--- src/rtl/sram_loader_pkg.sv ---
// Shared types, header field positions and width helpers for the SRAM preload loader.
package sram_loader_pkg;

  typedef enum logic [3:0] {
    OP_LOAD = 4'd0,
    OP_END  = 4'd1
  } opcode_e;

  typedef enum logic [2:0] {
    ST_IDLE,
    ST_HDR0,
    ST_HDR1,
    ST_DATA,
    ST_DONE
  } state_e;

  localparam int OPC_HI  = 31;
  localparam int OPC_LO  = 28;
  localparam int REG_HI  = 27;
  localparam int REG_LO  = 24;
  localparam int MODE_B  = 23;
  localparam int BASE_HI = 22;
  localparam int BASE_LO = 19;

  function automatic int len_w(input int addr_w, input int num_banks);
    return addr_w + $clog2(num_banks) + 1;
  endfunction

  // Index width that never collapses to zero for single-entry ranges.
  function automatic int idx_w(input int n);
    return (n > 1) ? $clog2(n) : 1;
  endfunction

endpackage

--- src/rtl/sram_preload_loader_if.sv ---
// Load stream and SRAM write bus of the preload loader.
interface sram_preload_loader_if
  import sram_loader_pkg::*;
#(
  parameter int DATA_W      = 32,
  parameter int ADDR_W      = 10,
  parameter int NUM_BANKS   = 4,
  parameter int NUM_REGIONS = 8
);
  localparam int RW = idx_w(NUM_REGIONS);

  logic              in_valid;
  logic              in_ready;
  logic [DATA_W-1:0] in_data;
  logic [RW-1:0]     wr_region;
  logic [NUM_BANKS-1:0] wr_bank_en;
  logic [ADDR_W-1:0] wr_addr;
  logic [DATA_W-1:0] wr_data;

  modport slave (
    input  in_valid, in_data,
    output in_ready, wr_region, wr_bank_en, wr_addr, wr_data
  );

  modport master (
    output in_valid, in_data,
    input  in_ready, wr_region, wr_bank_en, wr_addr, wr_data
  );
endinterface

--- src/rtl/sram_preload_loader_addr_gen.sv ---
// Bank/address generator for beat k of a segment, contiguous or bank-interleaved.
module loader_addr_gen
  import sram_loader_pkg::*;
#(
  parameter int ADDR_W    = 10,
  parameter int NUM_BANKS = 4,
  parameter int LEN_W     = len_w(ADDR_W, NUM_BANKS),
  parameter int BW        = idx_w(NUM_BANKS)
) (
  input  logic              mode,
  input  logic [BW-1:0]     base,
  input  logic [ADDR_W-1:0] start_addr,
  input  logic [LEN_W-1:0]  k,
  output logic [BW-1:0]     bank,
  output logic [ADDR_W-1:0] addr,
  output logic              ovf
);
  localparam int SUM_W  = LEN_W + 1;
  localparam int FULL_W = LEN_W + 2;
  localparam int LOG_NB = $clog2(NUM_BANKS);

  logic [SUM_W-1:0]  sum;
  logic [SUM_W-1:0]  row;
  logic [FULL_W-1:0] full;

  // Interleaved beats walk banks first; the row advances each time the bank wraps.
  assign sum  = SUM_W'(base) + SUM_W'(k);
  assign row  = sum >> LOG_NB;
  assign full = FULL_W'(start_addr) + FULL_W'(mode ? row : SUM_W'(k));
  assign bank = mode ? BW'(sum & SUM_W'(NUM_BANKS - 1)) : base;
  assign addr = full[ADDR_W-1:0];
  assign ovf  = |full[FULL_W-1:ADDR_W];
endmodule

--- src/rtl/sram_preload_loader.sv ---
// Parses a header-framed load stream and scatters its payload into banked SRAM regions.
module sram_preload_loader
  import sram_loader_pkg::*;
#(
  parameter int DATA_W      = 32,
  parameter int ADDR_W      = 10,
  parameter int NUM_BANKS   = 4,
  parameter int NUM_REGIONS = 8
) (
  input  logic clk,
  input  logic reset,
  input  logic start,
  sram_preload_loader_if.slave bus,
  output logic busy,
  output logic load_done,
  output logic err,
  output logic core_go
);
  localparam int LEN_W = len_w(ADDR_W, NUM_BANKS);
  localparam int BW    = idx_w(NUM_BANKS);
  localparam int RW    = idx_w(NUM_REGIONS);

  state_e state, nxt;

  logic [RW-1:0]     region_q;
  logic              mode_q;
  logic [BW-1:0]     base_q;
  logic [ADDR_W-1:0] start_q;
  logic [LEN_W-1:0]  len_q, k_q;
  logic              seg_ovf;

  logic [NUM_BANKS-1:0] wr_bank_en_q;
  logic [RW-1:0]        wr_region_q;
  logic [ADDR_W-1:0]    wr_addr_q;
  logic [DATA_W-1:0]    wr_data_q;

  logic rdy, fire, hdr_lat, len_lat, beat, end_hit, hdr_err, sess_start;

  logic [3:0]        hdr_opc, hdr_region, hdr_base;
  logic [LEN_W-1:0]  len_in;
  logic              hdr_ok;
  logic [BW-1:0]     ag_bank;
  logic [ADDR_W-1:0] ag_addr;
  logic              ag_ovf;

  assign hdr_opc    = bus.in_data[OPC_HI:OPC_LO];
  assign hdr_region = bus.in_data[REG_HI:REG_LO];
  assign hdr_base   = bus.in_data[BASE_HI:BASE_LO];
  assign len_in     = bus.in_data[LEN_W-1:0];
  assign hdr_ok     = (int'(hdr_region) < NUM_REGIONS) && (int'(hdr_base) < NUM_BANKS);
  assign fire       = bus.in_valid && rdy;

  loader_addr_gen #(
    .ADDR_W(ADDR_W), .NUM_BANKS(NUM_BANKS), .LEN_W(LEN_W), .BW(BW)
  ) u_addr_gen (
    .mode(mode_q), .base(base_q), .start_addr(start_q), .k(k_q),
    .bank(ag_bank), .addr(ag_addr), .ovf(ag_ovf)
  );

  always_ff @(posedge clk) begin
    if (reset) state <= ST_IDLE;
    else       state <= nxt;
  end

  always_comb begin
    nxt        = state;
    rdy        = 1'b0;
    busy       = 1'b0;
    hdr_lat    = 1'b0;
    len_lat    = 1'b0;
    beat       = 1'b0;
    end_hit    = 1'b0;
    hdr_err    = 1'b0;
    sess_start = 1'b0;
    case (state)
      ST_IDLE, ST_DONE: begin
        if (start) begin
          sess_start = 1'b1;
          nxt        = ST_HDR0;
        end
      end
      ST_HDR0: begin
        rdy  = 1'b1;
        busy = 1'b1;
        if (fire) begin
          if (hdr_opc == OP_LOAD && hdr_ok) begin
            hdr_lat = 1'b1;
            nxt     = ST_HDR1;
          end else if (hdr_opc == OP_END) begin
            end_hit = 1'b1;
            nxt     = ST_DONE;
          end else begin
            hdr_err = 1'b1;
            nxt     = ST_DONE;
          end
        end
      end
      ST_HDR1: begin
        rdy  = 1'b1;
        busy = 1'b1;
        if (fire) begin
          len_lat = 1'b1;
          nxt     = (len_in == '0) ? ST_HDR0 : ST_DATA;
        end
      end
      ST_DATA: begin
        rdy  = 1'b1;
        busy = 1'b1;
        if (fire) begin
          beat = 1'b1;
          if (k_q == len_q - LEN_W'(1)) nxt = ST_HDR0;
        end
      end
      default: nxt = ST_IDLE;
    endcase
  end

  always_ff @(posedge clk) begin
    if (reset) begin
      region_q     <= '0;
      mode_q       <= 1'b0;
      base_q       <= '0;
      start_q      <= '0;
      len_q        <= '0;
      k_q          <= '0;
      seg_ovf      <= 1'b0;
      wr_bank_en_q <= '0;
      wr_region_q  <= '0;
      wr_addr_q    <= '0;
      wr_data_q    <= '0;
      load_done    <= 1'b0;
      err          <= 1'b0;
      core_go      <= 1'b0;
    end else begin
      core_go      <= 1'b0;
      wr_bank_en_q <= '0;
      if (sess_start) begin
        err       <= 1'b0;
        load_done <= 1'b0;
      end
      if (hdr_lat) begin
        region_q <= hdr_region[RW-1:0];
        mode_q   <= bus.in_data[MODE_B];
        base_q   <= hdr_base[BW-1:0];
        start_q  <= bus.in_data[ADDR_W-1:0];
      end
      if (len_lat) begin
        len_q   <= len_in;
        k_q     <= '0;
        seg_ovf <= 1'b0;
      end
      if (beat) begin
        k_q <= k_q + LEN_W'(1);
        // Once a segment runs off the end of the bank, the rest of it is dropped.
        if (ag_ovf || seg_ovf) begin
          seg_ovf <= 1'b1;
          err     <= 1'b1;
        end else begin
          wr_bank_en_q <= NUM_BANKS'(1) << ag_bank;
          wr_region_q  <= region_q;
          wr_addr_q    <= ag_addr;
          wr_data_q    <= bus.in_data;
        end
      end
      if (end_hit) begin
        load_done <= 1'b1;
        core_go   <= ~err;
      end
      if (hdr_err) begin
        load_done <= 1'b1;
        err       <= 1'b1;
      end
    end
  end

  assign bus.in_ready   = rdy;
  assign bus.wr_bank_en = wr_bank_en_q;
  assign bus.wr_region  = wr_region_q;
  assign bus.wr_addr    = wr_addr_q;
  assign bus.wr_data    = wr_data_q;
endmodule

--- src/flat_wrapper.sv ---
// flat-port wrapper written by rule: the top's interface ports become plain ports
module sram_preload_loader_flat import sram_loader_pkg::*;
#(
  parameter int DATA_W      = 32,
  parameter int ADDR_W      = 10,
  parameter int NUM_BANKS   = 4,
  parameter int NUM_REGIONS = 8
)
  (clk, reset, start, busy, load_done, err, core_go, bus_in_valid, bus_in_data, bus_in_ready, bus_wr_region, bus_wr_bank_en, bus_wr_addr, bus_wr_data);
  sram_preload_loader_if #(.DATA_W(DATA_W), .ADDR_W(ADDR_W), .NUM_BANKS(NUM_BANKS), .NUM_REGIONS(NUM_REGIONS)) bus_i ();
  input  logic clk;
  input  logic reset;
  input  logic start;
  output logic busy;
  output logic load_done;
  output logic err;
  output logic core_go;
  input wire logic [$bits(bus_i.in_valid)-1:0] bus_in_valid;
  input wire logic [$bits(bus_i.in_data)-1:0] bus_in_data;
  output wire logic [$bits(bus_i.in_ready)-1:0] bus_in_ready;
  output wire logic [$bits(bus_i.wr_region)-1:0] bus_wr_region;
  output wire logic [$bits(bus_i.wr_bank_en)-1:0] bus_wr_bank_en;
  output wire logic [$bits(bus_i.wr_addr)-1:0] bus_wr_addr;
  output wire logic [$bits(bus_i.wr_data)-1:0] bus_wr_data;
  assign bus_i.in_valid = bus_in_valid;
  assign bus_i.in_data = bus_in_data;
  assign bus_in_ready = bus_i.in_ready;
  assign bus_wr_region = bus_i.wr_region;
  assign bus_wr_bank_en = bus_i.wr_bank_en;
  assign bus_wr_addr = bus_i.wr_addr;
  assign bus_wr_data = bus_i.wr_data;
  sram_preload_loader #(.DATA_W(DATA_W), .ADDR_W(ADDR_W), .NUM_BANKS(NUM_BANKS), .NUM_REGIONS(NUM_REGIONS)) u_core (.clk(clk), .reset(reset), .start(start), .bus(bus_i), .busy(busy), .load_done(load_done), .err(err), .core_go(core_go));
endmodule
--- config.mk ---
export PLATFORM = sky130hd
export DESIGN_NAME = sram_preload_loader_flat
export DESIGN_NICKNAME = d
export VERILOG_FILES = /design/src/rtl/sram_loader_pkg.sv /design/src/rtl/sram_preload_loader_if.sv /design/src/rtl/sram_preload_loader_addr_gen.sv /design/src/rtl/sram_preload_loader.sv /design/src/flat_wrapper.sv
export SDC_FILE = /design/constraint.sdc
export NUM_CORES = 1
export LEC_CHECK = 0
export CORE_UTILIZATION = 65
export CTS_BUF_LIST = sky130_fd_sc_hd__clkbuf_4
export DETAILED_ROUTE_END_ITERATION = 8
export DONT_BUFFER_PORTS = 1
export GPL_TIMING_DRIVEN = 0
export PLACE_DENSITY = 0.82
export SLEW_MARGIN = 20
export SYNTH_ARGS = -nofsm -noshare
export SYNTH_HDL_FRONTEND = slang
export SYNTH_SLANG_ARGS = --single-unit
--- constraint.sdc ---
create_clock -name clk -period 10.7 [get_ports clk]
set_input_delay 1.605 -clock clk [delete_from_list [all_inputs] [get_ports clk]]
set_output_delay 1.605 -clock clk [all_outputs]
set_load 0.03 [all_outputs]
# [Word level (Yosys, flattened, before mapping)]
# Index checks and enable logic that the tools add are counted.
[op_classes] n_addsub=4 order_cmp=2 n_eq_ne=11 shift=1 muxes=39 n_bitwise=4 n_reduce_logical=16
[op_table] operator="two-way mux 13 bit" count=3
[op_table] operator="two-way mux 1 bit" count=27
[op_table] operator="two-way mux 3 bit" count=6
[op_table] operator="adder 10 x 13 -> 14 bit" count=1
[op_table] operator="adder 2 x 13 -> 14 bit" count=1
[op_table] operator="adder 13 x 1 -> 13 bit (second input constant)" count=1
[op_table] operator="== test 13 bit" count=1
[op_table] operator="zero test 13 bit" count=1
[op_table] operator="subtractor 13 x 1 -> 13 bit (second input constant)" count=1
[op_table] operator="case mux 3 bit (4 select lines)" count=1
[op_table] operator="inequality test 2 x 1 -> 1 bit (second input constant)" count=4
[op_table] operator="== test 3 x 2 -> 1 bit (second input constant)" count=2
[op_table] operator="OR reduction 3 bit" count=2
[op_table] operator="AND reduction 5 bit" count=1
[op_table] operator="OR reduction 5 bit" count=1
[op_table] operator="== test 4 x 1 -> 1 bit (second input constant)" count=1
[op_table] operator="zero test 4 bit" count=1
[op_table] operator="less-than comparator 4 x 3 -> 1 bit (second input constant)" count=1
[op_table] operator="less-than comparator 4 bit (second input constant)" count=1
[op_table] operator="two-way mux 2 bit" count=2
[op_table] operator="inverter 1 bit" count=4
[op_table] operator="OR reduction 2 bit" count=2
[op_table] operator="<< shifter 1 x 2 -> 4 bit (first input constant)" count=1
[op_table] operator="== test 3 x 1 -> 1 bit (second input constant)" count=1
[op_table] operator="8 further kinds" count=10
[totals] regBits=98 inputBits=36 word_cells=92

# [Depth between registers and ports, before layout]
# Gate-level depths: netlist of run 1.
[depth] depth_word=9 ltp_mapped=17 mapped_depth_nobuf=14

# [Modules after synthesis]
# A second synthesis of run 1 with hierarchy kept.
[unflattened] cells_unflattened=656 hier_area_um2=5067.4
[by_module_without_submodules] module="sram_preload_loader" instances=1 cells_per_inst=525 area_per_inst_um2=4155.2 seq_area_each_um2=1961.9
[by_module_without_submodules] module="loader_addr_gen" instances=1 cells_per_inst=131 area_per_inst_um2=912.1 seq_area_each_um2=0.0

# [Least setup slack after synthesis of run 1]
# Ideal clock, no wire load.
[synth_timing] kind="reg-to-reg" startpoint="register u_core.k_q[0]" endpoint="register u_core.wr_addr_q[1], in the netlist u_core.bus.wr_addr[1]" setup_time_ns=0.123 t_arrival_ns=3.543 t_required_ns=10.577 path_slack_ns=7.034 stages_incl_launch_ff=17 synth_period_minus_slack_ns=3.666 path_cell_list="dfxtp_1 -> ha_1 -> fa_1 -> xnor2_1 -> a21oi_1 -> ha_1 -> inv_1 -> fa_1 -> nor2b_1 -> o21a_1 -> o21a_1 -> o21bai_1 -> or4_1 -> buf_2 -> a21oi_4 -> buf_6 -> mux2_1"
[synth_via] elab_chain_cells=7
[synth_lines] element="start, declared" line="sram_preload_loader.sv:29" source="logic [LEN_W-1:0] len_q, k_q;"
[synth_lines] element="start signal, assigned" line="sram_preload_loader.sv:153" source="k_q <= k_q + LEN_W'(1);"
[synth_lines] element="adder 2 x 13 -> 14 bit" line="sram_preload_loader_addr_gen.sv:27" source="assign sum = SUM_W'(base) + SUM_W'(k);"
[synth_lines] element="two-way mux 13 bit *" line="sram_preload_loader_addr_gen.sv:29" source="assign full = FULL_W'(start_addr) + FULL_W'(mode ? row : SUM_W'(k));"
[synth_lines] element="adder 10 x 13 -> 14 bit *" line="sram_preload_loader_addr_gen.sv:29"
[synth_lines] element="OR reduction 5 bit" line="sram_preload_loader_addr_gen.sv:32" source="assign ovf = |full[FULL_W-1:ADDR_W];"
[synth_lines] element="logical OR 1 bit" line="sram_preload_loader.sv:155" source="if (ag_ovf || seg_ovf) begin"
[synth_lines] element="inverter 1 bit (no source line)"
[synth_lines] element="AND reduction 2 bit (no source line)"
[synth_lines] element="end signal, assigned" line="sram_preload_loader.sv:161" source="wr_addr_q <= ag_addr;"
[synth_lines] element="end, declared" line="sram_preload_loader.sv:34" source="logic [ADDR_W-1:0] wr_addr_q;"
# Mark *: on every way between the ends. The rest lies on a longest branch, timed or not.
# A chain may end at the register's enable or synchronous reset.

# [Worst setup path after layout of run 1]
[layout_timing] startpoint="register u_core.k_q[0]" endpoint="register u_core.wr_data_q[29], in the netlist u_core.bus.wr_data[29]"
[layout_via] elab_chain_cells=7
[layout_lines] element="adder 2 x 13 -> 14 bit" line="sram_preload_loader_addr_gen.sv:27"
[layout_lines] element="two-way mux 13 bit *" line="sram_preload_loader_addr_gen.sv:29"
[layout_lines] element="adder 10 x 13 -> 14 bit *" line="sram_preload_loader_addr_gen.sv:29"
[layout_lines] element="OR reduction 5 bit *" line="sram_preload_loader_addr_gen.sv:32"
[layout_lines] element="logical OR 1 bit *" line="sram_preload_loader.sv:155"
[layout_lines] element="inverter 1 bit (no source line) *"
[layout_lines] element="AND reduction 2 bit (no source line) *"
[layout_lines] element="end signal, assigned" line="sram_preload_loader.sv:162" source="wr_data_q <= bus.in_data;"
[layout_lines] element="end, declared" line="sram_preload_loader.sv:35" source="logic [DATA_W-1:0] wr_data_q;"
# Marked as above.

==> results of run 1 <==
-- synth_stat cells (all sizes together), types with 2 or more instances --
library cell    n  area, sq um
a2111oi         3        32.53
a21o            6        45.04
a21oi          36        191.4
a221oi          3        26.28
a22oi          10        75.07
a31o            2        17.52
and2            2        15.02
and3            4        26.28
and4            2        17.52
buf            17        111.4
clkbuf         30        112.6
dfxtp          98         1962
fa              2        40.04
ha             14        175.2
inv            11        41.29
mux2            3        33.78
mux2i          65        650.6
nand2         139        521.8
nand2b          4        25.02
nand3          12        60.06
nand4           6        58.80
nor2           57        214.0
nor2b           4        25.02
nor3           15        85.08
nor4            6        43.79
nor4b           3        26.28
o211ai          5        42.54
o21a            4        30.03
o21ai          13        65.06
o31ai           2        15.01
or2             2        12.51
or3             5        31.28
or3b            2        17.52
or4             5        37.54
xnor2          18        157.7
xor2           10        87.58
-- worst max path at each step --
stage / start / endpoint / slack, ns / cells after the start
2_1_floorplan: u_core.k_q[0]$_SDFFE_PP0P_ / u_core.bus.wr_addr[1]$_SDFFE_PP0P_ / 7.03 / 16
3_3_place_gp: u_core.k_q[0]$_SDFFE_PP0P_ / u_core.bus.wr_region[1]$_SDFFE_PP0P_ / 6.61 / 15
3_5_place_dp: u_core.k_q[0]$_SDFFE_PP0P_ / u_core.bus.wr_data[29]$_SDFFE_PP0P_ / 6.48 / 15
4_1_cts: u_core.k_q[0]$_SDFFE_PP0P_ / u_core.bus.wr_data[29]$_SDFFE_PP0P_ / 6.45 / 15
5_1_grt: u_core.k_q[0]$_SDFFE_PP0P_ / u_core.bus.wr_addr[0]$_SDFFE_PP0P_ / 6.23 / 17
6_report: u_core.k_q[0]$_SDFFE_PP0P_ / u_core.bus.wr_data[29]$_SDFFE_PP0P_ / 6.43 / 17
-- sequential cells by signal (all words and copies together), names as in the netlist, 2 cells and up --
name	flops
u_core.start_q	10
u_core.k_q	13
u_core.state	3
u_core.len_q	13
u_core.bus.wr_region	3
u_core.base_q	2
u_core.bus.wr_addr	10
u_core.bus.wr_bank_en	4
u_core.bus.wr_data	32
u_core.region_q	3
-- layer usage --
| layer | vias to the layer above | part of all wire [%] | GRT usage, % |
|---|---|---|---|
| met5 | - | 0 | 0 |
| met4 | 0 | 3.2 | 14.10 |
| met3 | 37 | 9.4 | 7.964 |
| met2 | 215 | 46 | 54.07 |
| met1 | 2195 | 42 | 41.46 |
| li1 | 2252 | - | - |
-- worst register-to-register path, stage by stage, from the launching register on --
cell and delay (ns):
dfxtp_1 0.44, ha_1 0.28, fa_1 0.48, xnor2_1 0.17, a21oi_1 0.21, ha_1 0.20, inv_1 0.06, fa_1 0.40
nor2b_1 0.13, o21a_1 0.15, o21a_1 0.19, o21bai_1 0.12, or4_1 0.40, buf_2 0.17, a21oi_4 0.20, buf_6 0.21
buf_6 0.20, mux2i_1 0.21
-- where the power goes --
| group | total (mW) | switching, mW | internal, mW |
|---|---|---|---|
| Clock | 0.208 | 0.134 | 0.0734 |
| Combinational | 0.0325 | 0.0236 | 0.00888 |
| Sequential | 0.369 | 0.00276 | 0.366 |
| Total | 0.610 | 0.161 | 0.449 |
-- stage by stage --
step                worst slack (ns)  power (mW)  cells  area (sq um)
global route                   6.226      0.6258    761          5613
finish                         6.432      0.6096    761          5613
CTS                            6.451      0.6064    761          5613
global placement               6.613      0.4077    745          5469
floorplan                      7.034      0.4001    643          5341
detailed placement             6.478      0.4088    745          5469
-- kinds of logic after synthesis --
kind of cell	Yosys count	synth area share, %
flip-flops	98	36.73
multiplexers	68	12.81
XOR/XNOR	28	4.591
AND/OR/NAND/NOR	272	23.43
adder cells (fa/ha/maj)	16	4.029
AO/OA/AOI/OAI	103	13.45
buffers and inverters	58	4.966
-- layout make-up --
type                       instances  area (sq um)
buffer                            47         224.0
clock buffer                       9         67.56
clock inverter                     7         76.32
fill                             640          2235
inverter                          11         41.29
multi-input combinational        487          3114
sequential                        98          1962
tap                              102         127.6
==> impl_metrics.py, run 1 <==
metrics = {
    "floorplan": {
        "core-area_sq_mm": 0.007848,
        "die_w_um": 92.65,
        "rows": 32,
        "die_h_um": 92.65,
        "start_util_pct": 68.06,
        "num_io_pins": 90,
        "dieArea_sq_mm": 0.008584,
    },
    "layout": {
        "utilization_pct": 71.52,
        "layout_commonest_cell": "nand2_1",
        "drive_gt1_share_pct": 7.284,
        "insertedDiodeCount": 0,
        "layout_common_cells": "139 x nand2_1, 98 x dfxtp_1, 65 x mux2i_1, 57 x nor2_1, 35 x a21oi_1",
        "nets": 706,
        "syn2layout_area_growth_pct": 5.083,
    },
    "power_and_ir_drop": {
        "peakVddDrop_mv": 0.09148,
        "p_leak_nw": 2.185,
        "powerDensity_mw_per_mm2": 108.6,
    },
    "timing": {
        "finalSetupViolations": 0,
        "finalCritPeriodShare_pct": 39.89,
        "fin_skew_ns": 0.02269,
        "min_period_ns": 4.268,
        "holdWs_ns": 0.4908,
        "timing.fmax_ghz": 0.2343,
        "hold_violations": 0,
        "max_slew_margin_pct": 44.88,
        "tightest_slew_ns": 0.8268,
        "rsz0062_at_grt": "false",
        "drv_slew": 0,
        "fin_setup_tns_ns": 0,
    },
    "grt": {
        "grt_pass1_vias": 4538,
        "antenna_found_initial": 0,
        "grt_usage_pct": 33.02,
        "grt_pass1_wl_um": 21910,
        "gr-total-overflow": 0,
        "grt_max_degree": 18,
    },
    "placed_design": {
        "place_hpwl_um": 10540,
        "place.gp.congestion": 0.9093,
        "io_buffers": 0,
    },
    "logic_synthesis": {
        "synthesis.area_sq_mm": 0.005341,
        "synth.avg_cell_area_sq_um": 8.307,
        "synth_cells": 643,
        "synth_edf_count": 0,
        "yosys_warnings": 0,
        "synth_top_flop_cell": "dfxtp_1",
        "ys_seq_elements": 98,
        "synth_cell_types": 74,
        "synthArstFlopShare_pct": 0,
        "synth.yosys.seq_area_share_pct": 36.73,
        "synth.net_count": 695,
    },
    "worst_setup_path": {
        "regToRegStartpoint": "u_core.k_q[0]$_SDFFE_PP0P_",
        "rrSetupSlack_ns": 6.43,
        "required_ns": 11.10,
        "path_max_fanout": 10,
        "crit_path_cell_trace": "ha_1 > fa_1 > xnor2_1 > a21oi_1 > ha_1 > inv_1 > fa_1 > nor2b_1 > o21a_1 > o21a_1 > o21bai_1 > or4_1 > buf_2 > a21oi_4 > buf_6 > buf_6 > mux2i_1",
        "rr_endpoint": "u_core.bus.wr_data[29]$_SDFFE_PP0P_",
        "path_class": "flop to flop",
        "cp.buffers_inverters": 4,
        "cp_slowest_stage_delay_ns": 0.48,
        "crit_family": "adder cells",
        "critPathLaunchType": "flop",
        "r2r_cells": 17,
        "crit_arrival_ns": 4.66,
        "cp-end-kind": "flop",
        "critPathSlowestCell": "fa_1",
    },
    "hold_path": {
        "min_to": "u_core.bus.wr_region[0]$_SDFFE_PP0P_",
        "min_path_cells": 2,
        "hold_path.class": "flop to flop",
        "min_from": "u_core.region_q[0]$_SDFFE_PP0P_",
    },
    "route": {
        "firstDrtPassIters": 5,
        "drc": 0,
        "ant_nets": 0,
        "routed_via_density": 6.175,
        "via_count": 4699,
        "wl_per_cell_um": 18.31,
        "finalWirelength_um": 13930,
        "drt_iter0_drc": 392,
    },
    "clock_tree": {
        "clk_latency_ns": 0.46,
        "cts_tree": "yes",
        "cts_resized": 0,
        "cts_htree_levels": 3,
        "clk_pin_slew_ns": 0.16,
        "clock_path_buffers": 2,
        "post_cts.repair.setup_buffers": 0,
        "cts_inserted_buffers": 9,
        "hold_buffers": 0,
        "cts_sinks": 98,
        "cts_root_buffer": "clkbuf_4",
    },
    "run_status": {
        "outcome": "completed",
    },
    "flow_run": {
        "drv_cap": 0,
    },
}
Note: power is estimated with default switching activity, not from simulation.
==> run 2: changes to the inputs <==
clock period = 4.4 ns   (was 10.7 ns; I/O delays follow)
==> impl_metrics.py, run 2 (same netlist as run 1, synthesis figures left out) <==
metrics = {
    "layout": {
        "fin_cells": 761,
        "final_area_sq_mm": 0.005615,
        "utilization_pct": 71.56,
        "nets": 706,
        "insertedDiodeCount": 0,
        "layout_commonest_cell": "nand2_1",
        "n_fill_cell": 640,
        "seqCellArea_sq_mm": 0.001964,
        "layout_common_cells": "139 x nand2_1, 96 x dfxtp_1, 65 x mux2i_1, 57 x nor2_1, 35 x a21oi_1",
        "largest_register_ffs": 32,
        "syn2layout_area_growth_pct": 5.130,
        "drive_gt1_share_pct": 7.587,
        "multi_input_area_sq_mm": 0.003114,
    },
    "grt": {
        "grt_max_degree": 18,
        "antenna_found_initial": 0,
        "gr-total-overflow": 0,
        "grt_pass1_wl_um": 21910,
        "grt_pass1_vias": 4538,
        "grt_usage_pct": 33.02,
    },
    "floorplan": {
        "rows": 32,
        "dieArea_sq_mm": 0.008584,
        "die_w_um": 92.65,
        "die_h_um": 92.65,
        "start_util_pct": 68.06,
        "core-area_sq_mm": 0.007848,
        "num_io_pins": 90,
    },
    "worst_setup_path": {
        "required_ns": 4.80,
        "rr_endpoint": "u_core.bus.wr_data[29]$_SDFFE_PP0P_",
        "path_max_fanout": 10,
        "critPathLaunchType": "flop",
        "rrSetupSlack_ns": 0.20,
        "cp-end-kind": "flop",
        "crit_arrival_ns": 4.60,
        "crit_path_cell_trace": "ha_1 > fa_1 > xnor2_1 > a21oi_1 > ha_1 > inv_1 > fa_1 > nor2b_1 > o21a_1 > o21a_1 > o21bai_1 > or4_1 > buf_2 > a21oi_4 > buf_6 > buf_6 > mux2i_1",
        "path_class": "flop to flop",
        "critPathSlowestCell": "fa_1",
        "cp_slowest_stage_delay_ns": 0.48,
        "regToRegStartpoint": "u_core.k_q[0]$_SDFFE_PP0P_",
        "r2r_cells": 17,
    },
    "flow_run": {
        "drv_cap": 0,
    },
    "timing": {
        "fin_skew_ns": 0.02458,
        "min_period_ns": 4.202,
        "drv_slew": 0,
        "max_slew_margin_pct": 45.01,
        "hold_violations": 0,
        "tightest_slew_ns": 0.8248,
        "timing.fmax_ghz": 0.2380,
        "finalSetupViolations": 0,
        "holdWs_ns": 0.3111,
        "finalCritPeriodShare_pct": 95.50,
        "fin_setup_tns_ns": 0,
        "rsz0062_at_grt": "false",
        "fin_ws_ns": 0.1978,
    },
    "clock_tree": {
        "clock_path_buffers": 2,
        "cts_htree_levels": 3,
        "cts_resized": 0,
        "clk_latency_ns": 0.46,
        "cts_tree": "yes",
        "cts_root_buffer": "clkbuf_4",
        "cts_sinks": 98,
        "hold_buffers": 0,
        "post_cts.repair.setup_buffers": 0,
        "cts_inserted_buffers": 9,
        "clk_pin_slew_ns": 0.17,
    },
    "placed_design": {
        "preCtsSetupSlack_ns": 0.1780,
        "dp.cells": 745,
        "io_buffers": 0,
        "place.gp.congestion": 0.9093,
        "place_area_sq_mm": 0.005469,
        "place_hpwl_um": 10540,
    },
    "route": {
        "wl_per_cell_um": 18.33,
        "firstDrtPassIters": 5,
        "via_count": 4700,
        "drt_iter0_drc": 351,
        "drc": 0,
        "finalWirelength_um": 13950,
        "routed_via_density": 6.176,
        "ant_nets": 0,
    },
    "power_and_ir_drop": {
        "p_leak_nw": 2.186,
        "powerDensity_mw_per_mm2": 263.9,
        "peakVddDrop_mv": 0.2228,
        "finalPower_mw": 1.482,
    },
    "hold_path": {
        "min_path_cells": 2,
        "hold_path.class": "input port to flop",
        "min_to": "u_core.bus.wr_data[10]$_SDFFE_PP0P_",
        "min_from": "bus_in_data[10]",
    },
    "run_status": {
        "outcome": "completed",
    },
}
run 2: cell counts in the layout (fill, tap and decap cells not counted):
Identical to the previous run, type by type.
run 2: worst max-delay path by stage:
| stage | start | to | slack [ns] |
|---|---|---|---|
| 2_1_floorplan | u_core.k_q[0]$_SDFFE_PP0P_ | u_core.bus.wr_addr[1]$_SDFFE_PP0P_ | 0.73 |
| 3_3_place_gp | u_core.k_q[0]$_SDFFE_PP0P_ | u_core.bus.wr_region[1]$_SDFFE_PP0P_ | 0.31 |
| 3_5_place_dp | u_core.k_q[0]$_SDFFE_PP0P_ | u_core.bus.wr_data[29]$_SDFFE_PP0P_ | 0.18 |
| 4_1_cts | u_core.k_q[0]$_SDFFE_PP0P_ | u_core.bus.wr_data[29]$_SDFFE_PP0P_ | 0.15 |
| 5_1_grt | u_core.k_q[0]$_SDFFE_PP0P_ | u_core.bus.wr_addr[0]$_SDFFE_PP0P_ | 0.004 |
| 6_report | u_core.k_q[0]$_SDFFE_PP0P_ | u_core.bus.wr_data[29]$_SDFFE_PP0P_ | 0.20 |
run 2: layout make-up:
| class | count | share of cell area, % |
|---|---|---|
| Inverter | 11 | 0.7353 |
| Clock inverter | 7 | 1.359 |
| Sequential cell | 98 | 34.98 |
| Tap cell | 102 | 2.273 |
| Multi-Input combinational cell | 487 | 55.46 |
| Buffer | 47 | 3.988 |
| Clock buffer | 9 | 1.203 |
run 2: report_power, final:
group	leakage [nW]	internal [mW]	switching (mW)
combinational	1.32	0.0216	0.0575
clock	0.0734	0.178	0.326
sequential	0.790	0.891	0.00676
total	2.19	1.09	0.391
run 2: routing by layer:
| layer | vias to the layer above | global-route usage, % | wire length (um) |
|---|---|---|---|
| met5 | - | 0 | 0 |
| met3 | 33 | 7.964 | 1230 |
| met1 | 2212 | 41.46 | 5891 |
| met4 | 0 | 14.10 | 425 |
| li1 | 2252 | - | - |
| met2 | 203 | 54.07 | 6401 |
run 2: critical path: cells and delay by family, from the launching register on:
| kind | cells | cell delay, ns |
|---|---|---|
| adder cells (fa/ha/maj) | 4 | 1.34 |
| AO/OA/AOI/OAI | 5 | 0.88 |
| buffers and inverters | 4 | 0.62 |
| AND/OR/NAND/NOR | 2 | 0.53 |
| flip-flops | 1 | 0.41 |
| multiplexers | 1 | 0.21 |
| XOR/XNOR | 1 | 0.17 |
